`config.mk`:
```
export PLATFORM = sky130hd
export DESIGN_NAME = silife_spi_ctrl
export DESIGN_NICKNAME = d
export VERILOG_FILES = /design/src/rtl/silife_spi_ctrl.sv
export SDC_FILE = /design/constraint.sdc
export NUM_CORES = 1
export LEC_CHECK = 0
export CAP_MARGIN = 10
export CORE_ASPECT_RATIO = 1.1
export CORE_MARGIN = 2
export CORE_UTILIZATION = 54
export CTS_CLUSTER_DIAMETER = 200
export DETAILED_ROUTE_END_ITERATION = 6
export GPL_TIMING_DRIVEN = 0
export PLACE_DENSITY_LB_ADDON = 0.15
export SLEW_MARGIN = 20
export SYNTH_ARGS = -nofsm -noshare
export SYNTH_HDL_FRONTEND = slang
export SYNTH_SLANG_ARGS = --single-unit
```
`constraint.sdc`:
```
create_clock -name clk -period 2.3 [get_ports clk]
set_clock_uncertainty 0.1 [all_clocks]
set_input_delay 0.345 -clock clk [delete_from_list [all_inputs] [get_ports clk]]
set_output_delay 0.345 -clock clk [all_outputs]
set_load 0.1 [all_outputs]
```
`src/rtl/silife_spi_ctrl.sv`:
```
// SPI mode-0 slave bridging the silife control pins to a byte-wide register bus.
// A command byte carries RW in bit 7 and a 7-bit register address. Writes and
// reads auto-increment the address for burst access. All SPI pins are
// asynchronous and are oversampled in the core clock domain.
module silife_spi_ctrl #(
    parameter int ADDR_WIDTH  = 7,
    parameter int SYNC_STAGES = 2
) (
    input  logic                  clk,
    input  logic                  reset,
    input  logic                  spi_cs_n,
    input  logic                  spi_sck,
    input  logic                  spi_mosi,
    output logic                  spi_miso,
    output logic                  spi_miso_oe,
    output logic [ADDR_WIDTH-1:0] reg_addr,
    output logic [7:0]            reg_wdata,
    output logic                  reg_we,
    output logic                  reg_re,
    input  logic [7:0]            reg_rdata
);

    typedef enum logic [2:0] {
        WAIT_CS_HIGH,
        IDLE,
        CMD,
        WDATA,
        RDATA
    } state_t;

    localparam logic [ADDR_WIDTH-1:0] ADDR_ONE = ADDR_WIDTH'(1);

    // Synchronizer chains; the last stage is the usable, metastability-free value.
    logic [SYNC_STAGES-1:0] cs_sync;
    logic [SYNC_STAGES-1:0] sck_sync;
    logic [SYNC_STAGES-1:0] mosi_sync;
    logic                   sck_d;

    logic cs_s;
    logic sck_s;
    logic mosi_s;
    logic sck_rise;
    logic sck_fall;

    state_t      state;
    logic [2:0]  bit_cnt;
    logic [6:0]  shift_in;
    logic [7:0]  byte_in;
    logic [7:0]  shift_out;
    logic [7:0]  prefetch;
    logic        re_pend;
    logic        cap_pend;
    logic        inc_pend;

    assign cs_s     = cs_sync[SYNC_STAGES-1];
    assign sck_s    = sck_sync[SYNC_STAGES-1];
    assign mosi_s   = mosi_sync[SYNC_STAGES-1];
    assign sck_rise = sck_s & ~sck_d;
    assign sck_fall = ~sck_s & sck_d;

    // Byte as it will look once the current mosi bit is shifted in.
    assign byte_in  = {shift_in, mosi_s};

    // miso is the MSB of the shift-out register, which is cleared outside reads.
    assign spi_miso = shift_out[7];

    // Control synchronizers are reset; cs resets low so a transfer already in
    // progress is never mistaken for an idle bus right after reset.
    always_ff @(posedge clk) begin
        if (reset) begin
            cs_sync  <= '0;
            sck_sync <= '0;
            sck_d    <= 1'b0;
        end else begin
            cs_sync  <= {cs_sync[SYNC_STAGES-2:0], spi_cs_n};
            sck_sync <= {sck_sync[SYNC_STAGES-2:0], spi_sck};
            sck_d    <= sck_s;
        end
    end

    // Data synchronizer for mosi, no reset needed.
    always_ff @(posedge clk) begin
        mosi_sync <= {mosi_sync[SYNC_STAGES-2:0], spi_mosi};
    end

    // Framing FSM plus the strobe/prefetch pipeline that follows each byte.
    always_ff @(posedge clk) begin
        if (reset) begin
            state       <= WAIT_CS_HIGH;
            bit_cnt     <= 3'd0;
            reg_addr    <= '0;
            reg_wdata   <= 8'h00;
            reg_we      <= 1'b0;
            reg_re      <= 1'b0;
            spi_miso_oe <= 1'b0;
            shift_out   <= 8'h00;
            re_pend     <= 1'b0;
            cap_pend    <= 1'b0;
            inc_pend    <= 1'b0;
        end else begin
            reg_we   <= 1'b0;
            reg_re   <= 1'b0;
            cap_pend <= reg_re;

            // Address advances the cycle after a write strobe.
            if (inc_pend) begin
                reg_addr <= reg_addr + ADDR_ONE;
                inc_pend <= 1'b0;
            end

            // Read strobe for the next burst byte, one cycle after the increment.
            if (re_pend) begin
                reg_re  <= 1'b1;
                re_pend <= 1'b0;
            end

            // Read data is valid exactly one cycle after the strobe.
            if (cap_pend) begin
                prefetch <= reg_rdata;
            end

            case (state)
                WAIT_CS_HIGH: begin
                    if (cs_s) begin
                        state <= IDLE;
                    end
                end

                IDLE: begin
                    if (!cs_s) begin
                        bit_cnt <= 3'd0;
                        state   <= CMD;
                    end
                end

                default: begin
                    if (cs_s) begin
                        // Deselect aborts everything; a partial byte is dropped.
                        state       <= IDLE;
                        bit_cnt     <= 3'd0;
                        spi_miso_oe <= 1'b0;
                        shift_out   <= 8'h00;
                        re_pend     <= 1'b0;
                        cap_pend    <= 1'b0;
                        inc_pend    <= 1'b0;
                    end else if (sck_rise) begin
                        shift_in <= byte_in[6:0];
                        bit_cnt  <= bit_cnt + 3'd1;
                        if (bit_cnt == 3'd7) begin
                            if (state == CMD) begin
                                reg_addr <= byte_in[ADDR_WIDTH-1:0];
                                if (byte_in[7]) begin
                                    state <= WDATA;
                                end else begin
                                    reg_re      <= 1'b1;
                                    spi_miso_oe <= 1'b1;
                                    state       <= RDATA;
                                end
                            end else if (state == WDATA) begin
                                reg_wdata <= byte_in;
                                reg_we    <= 1'b1;
                                inc_pend  <= 1'b1;
                            end else begin
                                reg_addr <= reg_addr + ADDR_ONE;
                                re_pend  <= 1'b1;
                            end
                        end
                    end else if (sck_fall && state == RDATA) begin
                        // The fall that opens a new byte loads the prefetched data.
                        if (bit_cnt == 3'd0) begin
                            shift_out <= prefetch;
                        end else begin
                            shift_out <= {shift_out[6:0], 1'b0};
                        end
                    end
                end
            endcase
        end
    end

endmodule

```
# After elaboration in Yosys (flattened, before gate mapping)
# Cells that the tools add are included.
# op_classes
n_shift,0
n_reduce_logical,19
multipliers,0
bitwise,11
muxes,39
order_cmp,0
div,0
n_eq_ne,9
addsub,2
# op_table
cell,n
7-bit 2-to-1 mux,7
8-bit 2-to-1 mux,4
3-bit 2-to-1 mux,10
1-bit 2-to-1 mux,16
3-bit case mux with 2 select lines,2
5-bit AND reduction,2
1-bit inverter,9
3-bit nonzero test,3
2-bit != test (second input constant),4
2-bit nonzero test,4
7-bit by 1-bit adder with 7-bit output (second input constant),1
7-bit OR reduction,1
3-bit by 2-bit equality test with 1-bit output (second input constant),2
3-bit equality test (second input constant),2
3-bit logical NOT,2
3-bit AND reduction,2
6-bit AND reduction,1
4-bit AND reduction,1
3-bit by 1-bit adder with 3-bit output (second input constant),1
3-bit by 1-bit equality test with 1-bit output (second input constant),1
1-bit AND,2
2-bit AND reduction,1
2-bit OR reduction,1
1-bit logical AND,1
# totals
ram_bits,0
elab_cells,96
ff_bits,56
latch_bits,0
input_bits,13
mem_count,0
out_inout_bits,19
romBits,0

# Longest topological paths before layout
# depth
depth_word,8
mapped_depth,7
ltp_nobuf,6

# Worst setup path after synthesis
# Ideal clock, no wire load.
# synth_path
kind,register to register
from,reg reg_addr[0]
to,reg reg_addr[6]
period_less_slack_ns,2.272
stages_incl_launch_ff,6
required_ns,2.129
setup_slack_ns,0.028
arrival_ns,2.101
setup_ns,0.071
path_buffers,0
path_cell_list,dfxtp_1 > ha_1 > nand2_1 > or3_1 > a31oi_1 > o2bb2ai_1
# synth_via
elab_chain_cells,8
# synth_rtl
item,line_no,text
"start, declared",16,"output logic [ADDR_WIDTH-1:0] reg_addr,"
"start signal, assigned",107,reg_addr <= reg_addr + ADDR_ONE;
"start signal, assigned",151,reg_addr <= byte_in[ADDR_WIDTH-1:0];
"start signal, assigned",164,reg_addr <= reg_addr + ADDR_ONE;
7-bit by 1-bit adder with 7-bit output (*),"107, 164",
7-bit 2-to-1 mux,106,if (inc_pend) begin
7-bit 2-to-1 mux,159,end else if (state == WDATA) begin
7-bit 2-to-1 mux,150,if (state == CMD) begin
7-bit 2-to-1 mux,149,if (bit_cnt == 3'd7) begin
7-bit 2-to-1 mux,146,end else if (sck_rise) begin
7-bit 2-to-1 mux,137,if (cs_s) begin
7-bit 2-to-1 mux (*),122,case (state)
# Every way passes the cells marked *; elsewhere a longest branch is shown, timed or not.
# A chain may end at the register's enable or synchronous reset.

# Worst setup path after layout
# layout_path
from,reg reg_wdata[3]
to,out reg_wdata[3]
# layout_rtl
item,line_no,text
"start, declared",17,"output logic [7:0] reg_wdata,"
"start signal, assigned",160,reg_wdata <= byte_in;
# No word-level cell between the ends.

==> impl_results.md <==
* CTS buffer count at 5
* Hold depth at 0
* CTS Sinks at 56
* Worst Setup Path Type: flop to primary output
* First-pass GRT wire length at 7.18 mm
* Crit path depth at 1
* Sequential fraction of the synthesis area at 53.8%
* Internal power at 1270 uW
* Clk root buf: clkbuf_8
* Post-Place Worst Slack at -0.213 ns
* Boundary pin count at 32
* Slowest cell on crit path: clkdlybuf4s50_1
* Worst r2r dst: reg_wdata[0]
* Clock Latency Late Sink at 0.32 ns
* Status: finished clean
* Vias post-DR at 1761
* Logic pwr share at 4.4%
* Htree depth at 2
* CP delay by family, top: buffers and inverters
* Row count at 25
* Synth Register Bits at 56
* Total negative slack at 0 ns
* Final instance area at 0.00283 mm2
* FF-to-FF path depth at 6
* Worst path bufs/invs at 1
* Antenna violations before repair at 0
* Slew HR at 35.1%
* Cell variety after synth at 43
* Flop2flop setup slack at 0.21 ns
* Final Non-Filler Cells at 315
* Buffers on Ports at 31
* Routed vias/inst at 5.59
* CP required at 1.86 ns
* Max Clk Rate at 0.446 GHz
* Die area at 0.00493 mm2
* Largest stage delay on the critical path at 1.13 ns
* Syn nets at 239
* CORE AREA at 0.00425 mm2
* Hold_ws at 0.247 ns
* Drt first pass iters at 4
* Final Cycle Share at 97.4%
* Critical Path Source: reg_wdata[3]
* Ant. Diodes at 0
* Hold Path Class: flop to flop
* Die H at 73.4 um
* Die width at 67.1 um
* Critical path peak fanout at 2
* Final setup viols at 0
* Clock Path Buffers at 2
* Syn Inst Count at 222
* TritonCTS clock tree: built
* Placed Area at 0.00274 mm2
* DRT antenna net count at 0
* Cells along the critical path: clkdlybuf4s50_1
* IR drop worst, VDD at 455 uV
* CP endpoint: reg_wdata[3]
* CTS clk-pin slew, worst paths at 0.10 ns
* Slew @ Worst Pin at 0.971 ns
* Postcts setup bufs at 0
* Fillers at 368
* Clock share of power at 33.1%
* Pwr dens at 578 mW/mm2
* Post-Synthesis Cell Area at 0.00236 mm2
* Final worst path period need at 2.24 ns
* Area Overhead vs Synth at 19.6%
* Setup WS post-layout at 0.0599 ns
* Final Max Slew Viols at 0
* Critical path capture point type: primary output
* Post-detail-place hpwl at 3.18 mm
* Routed len/inst at 14.3 um
* Max-cap violations at 0
* Final hold violation count at 0
* WL final at 4.50 mm
* Leak at 0.00107 uW
* Layout Nets at 277
* Placed insts at 307
* Overflow after GRT at 0
* Most frequent cells in the layout: 41 x dfxtp_1, 26 x clkdlybuf4s50_1, 23 x nor2_1, 16 x mux2i_1, 15 x edfxtp_1
* Share of cells above drive strength 1 at 7.28%
* RD Place Congestion at 0.819
* DRC at 0
* Total global-route track usage at 19.8%
* Most common cell after layout, fill and taps aside: dfxtp_1
* Initial Util at 55.6%
* Syn Area/Cell at 10.7 um2
* Startpoint Class: flop
* RSZ-0062 raised after global routing: false
* Vias in the first global route at 1598
* Psw at 367 uW
* Largest net degree at the start of global routing at 18
* DRT iter0 DRCs at 106
* Worst Path Arrival at 1.80 ns
* Worst R2R Start: bit_cnt[0]
* Seq pwr share at 62.5%
* Syn. warnings at 0
* Sw frac at 22.5%
-- metrics by stage --
stage / util, % / total power (uW)
after detailed placement: 64.5 / 1120
after CTS: 66.4 / 1640
final: 66.5 / 1640
after floorplan: - / 1080
after global routing: 66.5 / 1690
after global placement: 64.5 / 1120
-- cell type report --
| class | count | area, um2 | share of cell area, % |
|---|---|---|---|
| clock inverters | 2 | 13.8 | 0.487 |
| plain buffers | 16 | 77.6 | 2.74 |
| clock buffers | 6 | 72.6 | 2.57 |
| well taps | 54 | 67.6 | 2.39 |
| flip-flops and latches | 56 | 1270 | 44.9 |
| repair buffers | 31 | 308 | 10.9 |
| multi-input cells | 146 | 1000 | 35.5 |
| inverters | 4 | 15.0 | 0.531 |
-- state kept, by name (all words and copies together) (netlist names) --
name         cells
reg_addr         7
cs_sync          2
shift_in         7
spi_miso_oe      1
state            3
reg_re           1
mosi_sync        2
sck_d            1
sck_sync         2
inc_pend         1
reg_wdata        8
re_pend          1
shift_out        8
prefetch         8
cap_pend         1
bit_cnt          3
-- worst min path at each step --
stage                 start      endpoint  slack (ns)
4_1_cts        mosi_sync[0]  mosi_sync[1]        0.25
2_1_floorplan  mosi_sync[0]  mosi_sync[1]        0.21
5_1_grt        mosi_sync[0]  mosi_sync[1]        0.25
3_3_place_gp   mosi_sync[0]  mosi_sync[1]        0.21
3_5_place_dp   mosi_sync[0]  mosi_sync[1]        0.23
6_report       mosi_sync[0]  mosi_sync[1]        0.25
-- power by group through the flow --
stage / Clock [uW] / Combinational [uW] / Sequential (uW)
5_1_grt: 586 / 78.4 / 1020
3_5_place_dp: 0 / 71.1 / 1050
4_1_cts: 549 / 71.3 / 1020
6_report: 541 / 71.5 / 1020
2_1_floorplan: 0 / 39.4 / 1040
3_3_place_gp: 0 / 69.9 / 1050
-- timing repair --
item,in CTS,in global routing
endpoints found under the setup margin,4,9
resized for setup,4,2
hold buffers,0,0
-- routing by layer --
metal	vias up	GRT usage, %	wire (um)
met3	8	4.90	176
met1	839	22.2	1930
li1	875	-	-
met5	-	0	0
met2	39	35.0	2300
met4	0	9.07	87
-- logic make-up (layout without fill, tap and decap cells) --
family                   Yosys count  in the layout  synth area share, %
AO/OA/AOI/OAI                     48             48                 14.2
XOR/XNOR                           7              7                 2.59
adder cells (fa/ha/maj)            4              4                 2.12
buffers and inverters             20             59                 3.92
flip-flops                        56             56                 53.8
multiplexers                      16             16                 6.77
AND/OR/NAND/NOR                   71             71                 16.7
-- cells in the mapped netlist --
cell	count	share of area [%]
nand2_1	6	0.95
and2_1	1	0.26
o21ai_0	9	1.9
nor2b_1	12	3.2
a21oi_2	1	0.37
nand3_1	4	0.85
a21oi_1	13	2.8
a21o_1	1	0.32
o32ai_1	1	0.37
nand3b_1	1	0.32
and3_1	3	0.79
xnor2_1	3	1.1
a211oi_1	1	0.32
edfxtp_1	15	19
nor3b_1	1	0.32
xor2_1	4	1.5
o31ai_1	2	0.63
mux2i_1	16	6.8
dfxtp_1	41	35
a311o_1	1	0.42
a31oi_1	2	0.53
o22a_1	5	1.9
or3_1	4	1.1
nor4_1	1	0.26
inv_1	4	0.63
nor4_4	1	0.90
or4b_1	1	0.42
buf_1	2	0.32
nand2b_1	3	0.79
o2bb2ai_1	4	1.5
buf_6	2	0.95
a221oi_1	4	1.5
a2111oi_2	1	0.63
nor3_1	1	0.21
a41oi_1	1	0.37
or2_2	3	0.79
nor2_1	23	3.7
nand2b_4	1	0.58
clkbuf_1	10	1.6
o2111ai_1	2	0.74
ha_1	4	2.1
buf_2	2	0.42
nand4_1	5	1.3
Note: power is estimated with default switching activity, not from simulation.
